<file path="config.mk">
export PLATFORM = sky130hd
export DESIGN_NAME = vga_column_scheduler_flat
export DESIGN_NICKNAME = d
export VERILOG_FILES = /design/src/rtl/vga_column_scheduler_if.sv /design/src/rtl/vga_column_scheduler.sv /design/src/flat_wrapper.sv
export SDC_FILE = /design/constraint.sdc
export NUM_CORES = 1
export LEC_CHECK = 0
export CAP_MARGIN = 10
export CORE_MARGIN = 2
export CORE_UTILIZATION = 40
export DETAILED_ROUTE_END_ITERATION = 10
export PLACE_DENSITY = 0.68
export SYNTH_ARGS = -nofsm -noshare
export SYNTH_HDL_FRONTEND = slang
export SYNTH_SLANG_ARGS = --single-unit
</file>
<file path="constraint.sdc">
create_clock -name clock -period 4 [get_ports clock]
set_input_delay 0.4 -clock clock [delete_from_list [all_inputs] [get_ports clock]]
set_output_delay 0.4 -clock clock [all_outputs]
set_load 0.03 [all_outputs]
</file>
<file path="src/rtl/vga_column_scheduler_if.sv">
// vga_column_scheduler_if: column-in / rectangle-command-out bundle of the column scheduler.
interface vga_column_scheduler_if;
    logic       frame_start;
    logic       col_valid;
    logic [7:0] col_height;
    logic [2:0] col_color;
    logic       col_ready;
    logic       draw_start;
    logic [7:0] draw_X;
    logic [6:0] draw_Y;
    logic [7:0] draw_size;
    logic [2:0] draw_color;
    logic       draw_done;
    logic       busy;
    logic       frame_done;
    logic [4:0] col_index;
    modport master (
        input  frame_start, col_valid, col_height, col_color, draw_done,
        output col_ready, draw_start, draw_X, draw_Y, draw_size, draw_color, busy, frame_done, col_index
    );
    modport slave (
        output frame_start, col_valid, col_height, col_color, draw_done,
        input  col_ready, draw_start, draw_X, draw_Y, draw_size, draw_color, busy, frame_done, col_index
    );
endinterface

</file>
<file path="src/rtl/vga_column_scheduler.sv">
// vga_column_scheduler: splits each column into ceiling/wall/floor rectangle commands, one in flight.
// Optional VGA_SCHED_SKIP_UNCHANGED_EN: skip columns whose {height, colour} match the last drawn frame.
module vga_column_scheduler #(
    parameter int         NUM_COLS    = 32,
    parameter int         COL_W       = 4,
    parameter int         SCREEN_H    = 128,
    parameter logic [2:0] CEIL_COLOR  = 3'b001,
    parameter logic [2:0] FLOOR_COLOR = 3'b010
) (
    input  logic                          clock,
    input  logic                          resetn,
    vga_column_scheduler_if.master        bus
`ifdef VGA_SCHED_SKIP_UNCHANGED_EN
    ,
    output logic [7:0]                    skip_count
`endif
);
    typedef enum logic [3:0] {
        IDLE, FETCH, CEIL_ISSUE, CEIL_WAIT, WALL_ISSUE, WALL_WAIT,
        FLOOR_ISSUE, FLOOR_WAIT, NEXT, DONE
    } state_t;

    state_t      state_q;
    logic [7:0]  h_q, bot_q, x_q, size_q;
    logic [6:0]  top_q, y_q;
    logic [2:0]  color_q, dcol_q;
    logic [4:0]  col_q;
    logic        busy_q, frame_done_q, draw_start_q;
    logic [7:0]  hc, bot_c, x_c;
    logic [6:0]  top_c;
    logic        done_ok;

    assign hc      = (bus.col_height > 8'(SCREEN_H)) ? 8'(SCREEN_H) : bus.col_height;
    assign top_c   = 7'((8'(SCREEN_H) - hc) >> 1);
    assign bot_c   = 8'(SCREEN_H) - {1'b0, top_c} - hc;
    assign x_c     = 8'(32'(col_q) * COL_W);
    // a completion coinciding with the issue pulse belongs to no command yet
    assign done_ok = bus.draw_done && !draw_start_q;

`ifdef VGA_SCHED_SKIP_UNCHANGED_EN
    logic [10:0] tbl_q [NUM_COLS];
    logic [7:0]  skip_q;
    logic        match;
    assign match      = tbl_q[col_q] == {hc, bus.col_color};
    assign skip_count = skip_q;
`endif

    always_ff @(posedge clock or negedge resetn) begin
        if (!resetn) begin
            state_q      <= IDLE;
            h_q          <= '0;
            bot_q        <= '0;
            top_q        <= '0;
            color_q      <= '0;
            col_q        <= '0;
            busy_q       <= 1'b0;
            frame_done_q <= 1'b0;
            draw_start_q <= 1'b0;
            x_q          <= '0;
            y_q          <= '0;
            size_q       <= '0;
            dcol_q       <= '0;
`ifdef VGA_SCHED_SKIP_UNCHANGED_EN
            skip_q       <= '0;
            for (int i = 0; i < NUM_COLS; i++) tbl_q[i] <= '0;
`endif
        end else begin
            draw_start_q <= 1'b0;
            frame_done_q <= 1'b0;
            case (state_q)
                IDLE: if (bus.frame_start) begin
                    col_q   <= '0;
                    busy_q  <= 1'b1;
                    state_q <= FETCH;
`ifdef VGA_SCHED_SKIP_UNCHANGED_EN
                    skip_q  <= '0;
`endif
                end
                FETCH: if (bus.col_valid) begin
                    h_q     <= hc;
                    color_q <= bus.col_color;
                    top_q   <= top_c;
                    bot_q   <= bot_c;
`ifdef VGA_SCHED_SKIP_UNCHANGED_EN
                    state_q <= match ? NEXT : CEIL_ISSUE;
                    if (match && skip_q != 8'hFF) skip_q <= skip_q + 8'd1;
`else
                    state_q <= CEIL_ISSUE;
`endif
                end
                CEIL_ISSUE: begin
                    state_q <= (top_q != 0) ? CEIL_WAIT : WALL_ISSUE;
                    if (top_q != 0) begin
                        x_q          <= x_c;
                        y_q          <= '0;
                        size_q       <= {1'b0, top_q};
                        dcol_q       <= CEIL_COLOR;
                        draw_start_q <= 1'b1;
                    end
                end
                CEIL_WAIT: if (done_ok) state_q <= WALL_ISSUE;
                WALL_ISSUE: begin
                    state_q <= (h_q != 0) ? WALL_WAIT : FLOOR_ISSUE;
                    if (h_q != 0) begin
                        x_q          <= x_c;
                        y_q          <= top_q;
                        size_q       <= h_q;
                        dcol_q       <= color_q;
                        draw_start_q <= 1'b1;
                    end
                end
                WALL_WAIT: if (done_ok) state_q <= FLOOR_ISSUE;
                FLOOR_ISSUE: begin
                    state_q <= (bot_q != 0) ? FLOOR_WAIT : NEXT;
                    if (bot_q != 0) begin
                        x_q          <= x_c;
                        y_q          <= 7'({1'b0, top_q} + h_q);
                        size_q       <= bot_q;
                        dcol_q       <= FLOOR_COLOR;
                        draw_start_q <= 1'b1;
                    end
`ifdef VGA_SCHED_SKIP_UNCHANGED_EN
                    else tbl_q[col_q] <= {h_q, color_q};
`endif
                end
                FLOOR_WAIT: if (done_ok) begin
                    state_q <= NEXT;
`ifdef VGA_SCHED_SKIP_UNCHANGED_EN
                    tbl_q[col_q] <= {h_q, color_q};
`endif
                end
                NEXT: begin
                    if (col_q == 5'(NUM_COLS - 1)) begin
                        state_q      <= DONE;
                        frame_done_q <= 1'b1;
                        busy_q       <= 1'b0;
                    end else begin
                        col_q   <= col_q + 5'd1;
                        state_q <= FETCH;
                    end
                end
                DONE: state_q <= IDLE;
                default: state_q <= IDLE;
            endcase
        end
    end

    assign bus.col_ready  = state_q == FETCH;
    assign bus.draw_start = draw_start_q;
    assign bus.draw_X     = x_q;
    assign bus.draw_Y     = y_q;
    assign bus.draw_size  = size_q;
    assign bus.draw_color = dcol_q;
    assign bus.busy       = busy_q;
    assign bus.frame_done = frame_done_q;
    assign bus.col_index  = col_q;
endmodule

</file>
<file path="src/flat_wrapper.sv">
// flat-port wrapper written by rule: the top's interface ports become plain ports
module vga_column_scheduler_flat 
#(
    parameter int         NUM_COLS    = 32,
    parameter int         COL_W       = 4,
    parameter int         SCREEN_H    = 128,
    parameter logic [2:0] CEIL_COLOR  = 3'b001,
    parameter logic [2:0] FLOOR_COLOR = 3'b010
)
  (clock, resetn, bus_frame_start, bus_col_valid, bus_col_height, bus_col_color, bus_draw_done, bus_col_ready, bus_draw_start, bus_draw_X, bus_draw_Y, bus_draw_size, bus_draw_color, bus_busy, bus_frame_done, bus_col_index);
  vga_column_scheduler_if bus_i ();
  input  logic clock;
  input  logic resetn;
  input wire logic [$bits(bus_i.frame_start)-1:0] bus_frame_start;
  input wire logic [$bits(bus_i.col_valid)-1:0] bus_col_valid;
  input wire logic [$bits(bus_i.col_height)-1:0] bus_col_height;
  input wire logic [$bits(bus_i.col_color)-1:0] bus_col_color;
  input wire logic [$bits(bus_i.draw_done)-1:0] bus_draw_done;
  output wire logic [$bits(bus_i.col_ready)-1:0] bus_col_ready;
  output wire logic [$bits(bus_i.draw_start)-1:0] bus_draw_start;
  output wire logic [$bits(bus_i.draw_X)-1:0] bus_draw_X;
  output wire logic [$bits(bus_i.draw_Y)-1:0] bus_draw_Y;
  output wire logic [$bits(bus_i.draw_size)-1:0] bus_draw_size;
  output wire logic [$bits(bus_i.draw_color)-1:0] bus_draw_color;
  output wire logic [$bits(bus_i.busy)-1:0] bus_busy;
  output wire logic [$bits(bus_i.frame_done)-1:0] bus_frame_done;
  output wire logic [$bits(bus_i.col_index)-1:0] bus_col_index;
  assign bus_i.frame_start = bus_frame_start;
  assign bus_i.col_valid = bus_col_valid;
  assign bus_i.col_height = bus_col_height;
  assign bus_i.col_color = bus_col_color;
  assign bus_i.draw_done = bus_draw_done;
  assign bus_col_ready = bus_i.col_ready;
  assign bus_draw_start = bus_i.draw_start;
  assign bus_draw_X = bus_i.draw_X;
  assign bus_draw_Y = bus_i.draw_Y;
  assign bus_draw_size = bus_i.draw_size;
  assign bus_draw_color = bus_i.draw_color;
  assign bus_busy = bus_i.busy;
  assign bus_frame_done = bus_i.frame_done;
  assign bus_col_index = bus_i.col_index;
  vga_column_scheduler #(.NUM_COLS(NUM_COLS), .COL_W(COL_W), .SCREEN_H(SCREEN_H), .CEIL_COLOR(CEIL_COLOR), .FLOOR_COLOR(FLOOR_COLOR)) u_core (.clock(clock), .resetn(resetn), .bus(bus_i));
endmodule
</file>
==> flow_summary.yaml, run 1 <==
synth:
  synthesis.area_sq_um: 3490
  synth_enable_flop_cells: 0
  synth_cells: 378
  ys_seq_area_share_pct: 43.0
  synth.ff_latch_count: 60
  yosysUniqueCellTypes: 47
  avgSynthCellArea_sq_um: 9.23
  ys_warn_count: 0
  ys.flop_type: "dfrtp_1"
  async_reset_ff_share_pct: 100
cts:
  cts_tree: "yes"
  clock_latency_ns: 0.34
  ctsResizeCount: 0
  cts-hold-fix-buffers: 0
  post_cts_buffers: 0
  cts_root_buf: "clkbuf_8"
  htreeDepth: 3
  cts_made_buffers: 9
  clk_pin_slew_ns: 0.07
  cts_buffer_depth: 2
  clock_sinks: 60
worst_setup_path:
  crit_path_end_kind: "flop"
  worstSetupStartpointType: "primary input"
  crit_required_ns: 4.20
  crit_type: "primary input to flop"
  crit_arrival_ns: 3.41
  cp_max_fo: 10
grt:
  grt_pass1_wl_mm: 13.5
  gr-usage-met2_pct: 29.3
  antenna_found_initial: 0
  grt_overflow: 0
  grt_max_degree: 44
  met1_usage_pct: 22.0
  busiest_layer: "met2"
  first_global_vias: 2835
  met3_usage_pct: 3.74
  grt_usage_pct: 17.5
pwr:
  power.internal_mw: 1.94
  pwr-share-comb_pct: 45.9
  p_leak_nw: 1.89
  p_sw_share_pct: 41.6
  power_density_nw_per_um2: 780
  power_frac_seq_pct: 33.6
  clockPowerShare_pct: 20.5
  switchingPower_mw: 1.38
  ir_drop_v: 0.000252
drt:
  drt-total-wl_mm: 7.67
  drcViolationCount: 0
  antenna_left: 0
  viasPerCell: 5.38
  drtIter0Drc: 127
  num_vias: 2867
  wire_per_inst_microns: 14.4
  dr.pass1.iters: 4
floorplanning:
  rows: 34
  core-area_sq_um: 8590
  start_util_pct: 40.6
  die_h_microns: 97.4
  die_area_sq_um: 9490
  ios: 51
  dieWidth_microns: 97.4
layout:
  fillCellCount: 806
  drive_above_1_share_pct: 8.71
  n_antenna_cell: 0
  areaGrowthSynthToFinish_pct: 21.9
  nets: 458
  layoutNonFillerInstCount: 533
  final_cell_area_sq_um: 4260
timing:
  rsz0062_at_grt: "no"
  tns_ns: 0
  tightestPinTransition_ns: 1.00
  finalHoldViolCount: 0
  finClkSkew_ns: 0.00690
  finalMaxSlewViolations: 0
  period_share_pct: 80.1
  slew_headroom_pct: 33.1
  timing.fmax_mhz: 312
  setup_viol: 0
  finalCriticalPeriod_ns: 3.21
placement:
  io_buffer_count: 47
  hpwl_mm: 5.71
  post-place-cells: 517
  gp_routability_congestion: 0.849
  place_area_sq_um: 4010
hold_path:
  hp-class: "primary input to asynchronous set/reset pin"
run_status:
  status: "finished clean"
job:
  cap_violations: 0
## cell usage in the layout, fill, tap and decap left out, drive strengths merged, types with 3 or more instances in the layout
master | synthesis | final
a211oi | 5 | 5
a21o | 3 | 3
a21oi | 27 | 27
and3 | 3 | 3
buf | 12 | 6
bufinv | 0 | 3
clkbuf | 11 | 12
clkdlybuf4s50 | 0 | 46
conb | 1 | 3
dfrtp | 60 | 60
ha | 20 | 20
inv | 13 | 13
mux2 | 13 | 13
mux2i | 11 | 11
nand2 | 55 | 55
nand2b | 8 | 8
nor2 | 22 | 22
nor2b | 3 | 3
nor3 | 8 | 8
nor4 | 4 | 4
o21ai | 52 | 52
o31a | 3 | 3
o31ai | 7 | 7
xnor2 | 6 | 6
xor2 | 4 | 4
## path summary, 6_finish.rpt
path                                                   from                          endpoint  slack (ns)  depth (start not counted)
setup / recovery                          bus_col_height[7]       u_core.bot_q[7]$_DFFE_PN0P_        0.79                         14
hold / removal                                       resetn  u_core.bus.draw_X[2]$_DFFE_PN0P_        0.01                          1
setup reg to reg                u_core.top_q[4]$_DFFE_PN0P_  u_core.bus.draw_X[6]$_DFFE_PN0P_        1.20                          6
hold reg to reg            u_core.bus.draw_Y[1]$_DFFE_PN0P_  u_core.bus.draw_Y[1]$_DFFE_PN0P_        0.48                          2
max in group asynchronous                            resetn       u_core.bot_q[3]$_DFFE_PN0P_        3.13                          2
min in group clock         u_core.bus.draw_Y[1]$_DFFE_PN0P_  u_core.bus.draw_Y[1]$_DFFE_PN0P_        0.48                          2
## logic make-up after synthesis
logic type / Yosys count / synth area share (%)
and+or+nand+nor: 113 / 14.8
AOI/OAI and AO/OA: 112 / 18.8
DFF: 60 / 43.0
buffers and inverters: 36 / 5.13
muxes: 24 / 7.35
adders and majority gates: 22 / 8.32
xor gates and xnor gates: 10 / 2.51
other: 1 / 0.107
## power groups by stage
stage / combinational (mW) / clock [mW] / sequential, mW
final: 1.52 / 0.681 / 1.11
after global routing: 1.71 / 0.720 / 1.15
after CTS: 1.54 / 0.693 / 1.11
after detailed placement: 1.53 / 0 / 1.13
after global placement: 1.50 / 0 / 1.11
after floorplan: 1.03 / 0 / 1.18
## through the flow
stage	power (mW)	hold WS (ns)	utilization (%)	worst slack, ns
4_1_cts	3.35	0.0159	49.5	0.836
6_report	3.32	0.0123	49.5	0.795
2_1_floorplan	2.21	0.104	-	1.02
3_5_place_dp	2.65	0.393	46.6	0.472
3_3_place_gp	2.61	0.391	46.6	0.576
5_1_grt	3.58	0.0465	49.5	0.520
## critical path, stage by stage
cell	delay, ns
clkdlybuf4s50_1	0.53
nand2b_1	0.26
ha_1	0.30
nand2b_1	0.12
nor2_1	0.04
o21ai_0	0.27
ha_1	0.29
ha_1	0.35
nor2b_1	0.16
nor3_1	0.18
o21bai_1	0.11
a21oi_1	0.18
xor2_1	0.15
o21ai_0	0.08
## routing by layer
metal	vias to the layer above	part of all wire [%]
li1	1426	-
met1	1367	45
met2	60	49
met3	14	3.7
met4	0	2.1
met5	-	0
## flip-flops by register name, summed over array words and instances, names as in the netlist
name and cells:
u_core.state_q 4, u_core.bus.draw_color 3, u_core.bus.frame_done 1, u_core.bus.busy 1, u_core.color_q 3, u_core.bus.draw_Y 7
u_core.bus.draw_size 8, u_core.top_q 7, u_core.bot_q 8, u_core.bus.draw_X 5, u_core.bus.col_index 5, u_core.h_q 7
u_core.bus.draw_start 1
## synthesized netlist by cell type, types with 4 or more instances
master / instances / share of area, %
nand2b_1: 8 / 1.4
o21ai_0: 52 / 7.5
nand2_1: 55 / 5.9
mux2_2: 13 / 4.2
o31ai_1: 7 / 1.5
dfrtp_1: 60 / 43
ha_1: 20 / 7.2
clkbuf_1: 11 / 1.2
xnor2_1: 6 / 1.5
inv_1: 13 / 1.4
buf_2: 7 / 1.0
nor2_1: 22 / 2.4
mux2i_1: 11 / 3.2
a21oi_1: 26 / 3.7
xor2_1: 4 / 1.0
a211oi_1: 5 / 1.1
nor3_1: 8 / 1.1
## cell type report
cell class	instances	area, sq um	area share (%)
clock buffers	12	155	3.65
clock inverters	4	95.1	2.23
inverters	13	48.8	1.15
multi-input cells	284	1820	42.7
flip-flops and latches	60	1500	35.3
well taps	108	135	3.18
repair buffers	52	503	11.8
Note: power is estimated with default switching activity, not from simulation.
==> inputs of run 2 (changes only) <==
==> constraint.sdc (replaced) <==
create_clock -name clock -period 3.3 [get_ports clock]
set_input_delay 0.33 -clock clock [delete_from_list [all_inputs] [get_ports clock]]
set_output_delay 0.33 -clock clock [all_outputs]
set_load 0.03 [all_outputs]
==> run 2 against run 1 <==
  * Sequential power grew 18%
  * Worst hold slack gained 0.47 ns
  * Clock power shrank 6.3%
  * Largest cell class unchanged
  * Global-route usage grew 0.15 points
  * Routed wire length grew 3.5%
  * Die area is the same
  * Largest power group unchanged
==> flow_summary.yaml, run 2 (synthesis results as in run 1) <==
timing:
  finalWorstSetupSlack_ns: 0.366
  tightestPinTransition_ns: 0.678
  tns_ns: 0
  finClkSkew_ns: 0.00980
  finalHoldViolCount: 0
  rsz0062_at_grt: "no"
  setup_viol: 0
  finalCriticalPeriod_ns: 2.93
  timing.fmax_mhz: 341
  period_share_pct: 88.9
  slew_headroom_pct: 54.8
  worst_hold_slack_ns: 0.478
  finalMaxSlewViolations: 0
floorplanning:
  die_area_sq_um: 9490
  rows: 34
  dieWidth_microns: 97.4
  core-area_sq_um: 8590
  ios: 51
  start_util_pct: 40.6
  die_h_microns: 97.4
drt:
  drt-total-wl_mm: 7.94
  dr.pass1.iters: 4
  viasPerCell: 5.34
  wire_per_inst_microns: 14.5
  drtIter0Drc: 191
  drcViolationCount: 0
  num_vias: 2914
  antenna_left: 0
worst_setup_path:
  worstSetupStartpointType: "primary input"
  cp_slowest_cell: "clkdlybuf4s50_1"
  crit_type: "primary input to flop"
  crit_arrival_ns: 3.19
  cp_max_fo: 8
  cp-startpoint: "bus_col_height[7]"
  path_buf_inv: 2
  crit_path_end_kind: "flop"
  cpLargestDelayFamily: "adder cells"
  crit_required_ns: 3.56
  cpMostUsedCell: "nand2_1"
  cp_cell_sequence: "clkdlybuf4s50_1 -> nand2b_1 -> ha_1 -> nand2_1 -> o21ai_0 -> nand2_1 -> nand2_1 -> ha_1 -> inv_1 -> fa_1 -> nor2b_1 -> nor3_1 -> o21bai_1 -> a21oi_1 -> xor2_1 -> o21ai_0"
  slowest_delay_ns: 0.47
  timing.rr.start: "u_core.top_q[3]$_DFFE_PN0P_"
layout:
  areaGrowthSynthToFinish_pct: 23.5
  nets: 471
  final_common_cell: "dfrtp_1"
  layoutNonFillerInstCount: 546
  drive_above_1_share_pct: 11.4
  final_cell_area_sq_um: 4310
  fillCellCount: 791
  fin_util_pct: 50.1
  n_antenna_cell: 0
  mostFrequentLayoutCells: "dfrtp_1 (60), nand2_1 (55), o21ai_0 (51)"
grt:
  grt_pass1_wl_mm: 13.7
  grt_usage_pct: 17.7
  first_global_vias: 2800
  grt_max_degree: 52
  antenna_found_initial: 0
  grt_overflow: 0
placement:
  place_area_sq_um: 4090
  post-place-ws_ns: 0.0294
  post-place-cells: 528
  hpwl_mm: 5.80
  io_buffer_count: 47
  gp_routability_congestion: 0.886
job:
  cap_violations: 0
cts:
  htreeDepth: 3
  cts_tree: "yes"
  cts_buffer_depth: 2
  post_cts_buffers: 0
  clock_latency_ns: 0.34
  cts_root_buf: "clkbuf_8"
  cts_made_buffers: 9
  clock_sinks: 60
  clk_pin_slew_ns: 0.07
pwr:
  ir_drop_v: 0.000244
  p_leak_nw: 1.92
  power_density_nw_per_um2: 901
  power_mw: 3.88
hold_path:
  hp-class: "primary input to asynchronous set/reset pin"
run_status:
  status: "finished clean"
==> run 2: what timing repair did <==
action,4_1_cts,5_1_grt
endpoints found under the setup margin,0,1
resized for setup,0,1
endpoints found under the hold margin,0,19
hold buffers,0,1
==> run 2: layout make-up <==
cell class | count | area (sq um) | area share, %
clock buffer | 9 | 124 | 2.87
clock inverter | 7 | 67.6 | 1.57
inverter | 13 | 48.8 | 1.13
multi-input combinational | 284 | 1820 | 42.2
sequential | 60 | 1500 | 34.8
tap | 108 | 135 | 3.14
timing repair buffer | 65 | 616 | 14.3
==> run 2: worst paths after layout <==
| kind | to | slack (ns) | cells after the start |
|---|---|---|---|
| min in group clock | u_core.bus.draw_color[1]$_DFFE_PN0P_ | 0.49 | 2 |
| min reg2reg | u_core.bus.draw_color[1]$_DFFE_PN0P_ | 0.49 | 2 |
| max reg2reg | u_core.bus.draw_Y[5]$_DFFE_PN0P_ | 0.81 | 7 |
| max in group asynchronous | u_core.bus.draw_size[0]$_DFFE_PN0P_ | 2.09 | 4 |
| min | u_core.bus.draw_X[4]$_DFFE_PN0P_ | 0.48 | 2 |
| max | u_core.bot_q[7]$_DFFE_PN0P_ | 0.37 | 16 |
==> run 2: where the power goes <==
| part | internal (mW) | total, mW | switching [mW] |
|---|---|---|---|
| clock | 0.344 | 0.638 | 0.295 |
| combinational | 0.822 | 1.93 | 1.11 |
| sequential | 1.02 | 1.31 | 0.295 |
==> run 2: layer usage <==
layer	vias up	GRT usage (%)	wire length, microns
met1	1382	22.9	3530
met4	0	5.88	129
met5	-	0	0
li1	1441	-	-
met2	77	29.3	3880
met3	14	3.96	397
==> inputs of run 3 (changes only) <==
--- a/config.mk
+++ b/config.mk
@@ -10,6 +10,7 @@
 export CORE_UTILIZATION = 40
 export DETAILED_ROUTE_END_ITERATION = 10
 export PLACE_DENSITY = 0.68
+export RECOVER_POWER = 25
 export SYNTH_ARGS = -nofsm -noshare
 export SYNTH_HDL_FRONTEND = slang
 export SYNTH_SLANG_ARGS = --single-unit
==> run 3 against run 2 <==
  * Worst setup slack got worse by 0.0054 ns
  * Clock skew rose by 0.0014 ns
  * Non-clock buffer count did not move
  * Final cell count did not move
  * Critical path type unchanged
  * Critical endpoint unchanged
  * Highest routed layer unchanged
==> flow_summary.yaml, run 3 (synthesis results as in run 1) <==
cts:
  clk_pin_slew_ns: 0.07
  cts_tree: "yes"
  htreeDepth: 3
  cts_buffer_depth: 2
  cts_made_buffers: 9
  clock_sinks: 60
  cts_root_buf: "clkbuf_8"
  clock_latency_ns: 0.34
drt:
  drcViolationCount: 0
  drtIter0Drc: 160
  num_vias: 2940
  antenna_left: 0
  dr.pass1.iters: 4
  viasPerCell: 5.38
  drt-total-wl_mm: 7.92
  wire_per_inst_microns: 14.5
grt:
  grt_max_degree: 52
  antenna_found_initial: 0
  first_global_vias: 2800
  grt_overflow: 0
  grt_usage_pct: 17.7
  grt_pass1_wl_mm: 13.7
floorplanning:
  ios: 51
  dieWidth_microns: 97.4
  start_util_pct: 40.6
  die_h_microns: 97.4
  rows: 34
  die_area_sq_um: 9490
  core-area_sq_um: 8590
timing:
  period_share_pct: 89.1
  rsz0062_at_grt: "no"
  timing.fmax_mhz: 340
  finClkSkew_ns: 0.0112
  tightestPinTransition_ns: 1.45
  finalMaxSlewViolations: 0
  tns_ns: 0
  finalHoldViolCount: 0
  finalCriticalPeriod_ns: 2.94
  slew_headroom_pct: 3.34
  setup_viol: 0
layout:
  drive_above_1_share_pct: 11.0
  regArea_sq_um: 1500
  layoutNonFillerInstCount: 546
  fillCellCount: 793
  final_common_cell: "dfrtp_1"
  mostFrequentLayoutCells: "dfrtp_1 (60), nand2_1 (55), o21ai_0 (51)"
  n_antenna_cell: 0
  nets: 471
  multi_input_area_sq_um: 1820
  areaGrowthSynthToFinish_pct: 23.2
worst_setup_path:
  slowest_delay_ns: 0.47
  crit_type: "primary input to flop"
  cp_slowest_cell: "clkdlybuf4s50_1"
  cp_cell_sequence: "clkdlybuf4s50_1 -> nand2b_1 -> ha_1 -> nand2_1 -> o21ai_0 -> nand2_1 -> nand2_1 -> ha_1 -> inv_1 -> fa_1 -> nor2b_1 -> nor3_1 -> o21bai_1 -> a21oi_1 -> xor2_1 -> o21ai_0"
  worstSetupStartpointType: "primary input"
  crit_path_end_kind: "flop"
  reg2reg_slack_ns: 0.80
  crit_arrival_ns: 3.20
  cp_max_fo: 8
  cpMostUsedCell: "nand2_1"
  crit_required_ns: 3.56
pwr:
  power_frac_seq_pct: 33.8
  p_sw_share_pct: 43.8
  pwr-share-comb_pct: 49.8
  power.internal_mw: 2.18
  clockPowerShare_pct: 16.4
  ir_drop_v: 0.000245
  switchingPower_mw: 1.70
  power_density_nw_per_um2: 902
  p_leak_nw: 1.92
job:
  cap_violations: 0
placement:
  hpwl_mm: 5.80
  gp_routability_congestion: 0.886
  io_buffer_count: 47
  post-place-cells: 528
hold_path:
  hp-class: "flop to flop"
run_status:
  status: "finished clean"
-- run 3: repair_timing --
item,in CTS,in global routing
hold endpoints to repair,0,19
buffers inserted,0,0
endpoints found under the setup margin,0,1
hold buffers,0,1
gates resized for setup,0,1
-- run 3: through the flow --
stage / total power, mW / worst slack, ns / utilization (%) / cell area (sq um) / hold slack [ns]
2_1_floorplan: 2.68 / 0.391 / - / 3500 / 0.0344
3_5_place_dp: 3.25 / 0.0294 / 47.6 / 4090 / 0.473
6_report: 3.88 / 0.360 / 50.0 / 4300 / 0.487
3_3_place_gp: 3.20 / 0.0891 / 47.6 / 4090 / 0.457
5_1_grt: 4.18 / 0.0284 / 50.0 / 4300 / 0.510
4_1_cts: 3.91 / 0.381 / 49.8 / 4280 / 0.237
-- run 3: per-layer routing --
layer | GRT usage (%) | up-vias | share of wire [%]
li1 | - | 1440 | -
met1 | 22.9 | 1408 | 45
met2 | 29.3 | 80 | 49
met3 | 3.96 | 12 | 4.6
met4 | 5.88 | 0 | 1.5
met5 | 0 | - | 0
-- run 3: path summary, 6_finish.rpt --
check | startpoint | to | cells past startpoint
max reg2reg | u_core.top_q[3]$_DFFE_PN0P_ | u_core.bus.draw_Y[5]$_DFFE_PN0P_ | 7
max in group asynchronous | resetn | u_core.h_q[6]$_DFFE_PN0P_ | 3
max | bus_col_height[7] | u_core.bot_q[7]$_DFFE_PN0P_ | 16
min | u_core.bus.draw_color[1]$_DFFE_PN0P_ | u_core.bus.draw_color[1]$_DFFE_PN0P_ | 2
min reg2reg | u_core.bus.draw_color[1]$_DFFE_PN0P_ | u_core.bus.draw_color[1]$_DFFE_PN0P_ | 2
min in group asynchronous | resetn | u_core.bus.draw_X[4]$_DFFE_PN0P_ | 2
-- run 3: worst max-delay path, delay by kind of cell --
| kind | cells | cell delay [ns] |
|---|---|---|
| buf+inv | 2 | 0.53 |
| simple gates | 6 | 0.71 |
| fa+ha+maj | 3 | 1.04 |
| xor+xnor | 1 | 0.16 |
| compound gates | 4 | 0.44 |
-- run 3: power groups by stage --
stage               registers, mW  logic [mW]  clock network [mW]
floorplan                    1.43        1.25                   0
detailed placement           1.32        1.93                   0
CTS                          1.31        1.94               0.659
finish                       1.31        1.93               0.637
global route                 1.35        2.14               0.695
global placement             1.31        1.89                   0
-- run 3: cell type report --
class                      instances  share of cell area (%)
clock buffer                       9                    2.88
clock inverter                     7                    1.57
inverter                          13                    1.13
multi-input combinational        284                    42.2
sequential                        60                    34.9
tap                              108                    3.14
timing repair buffer              65                    14.1
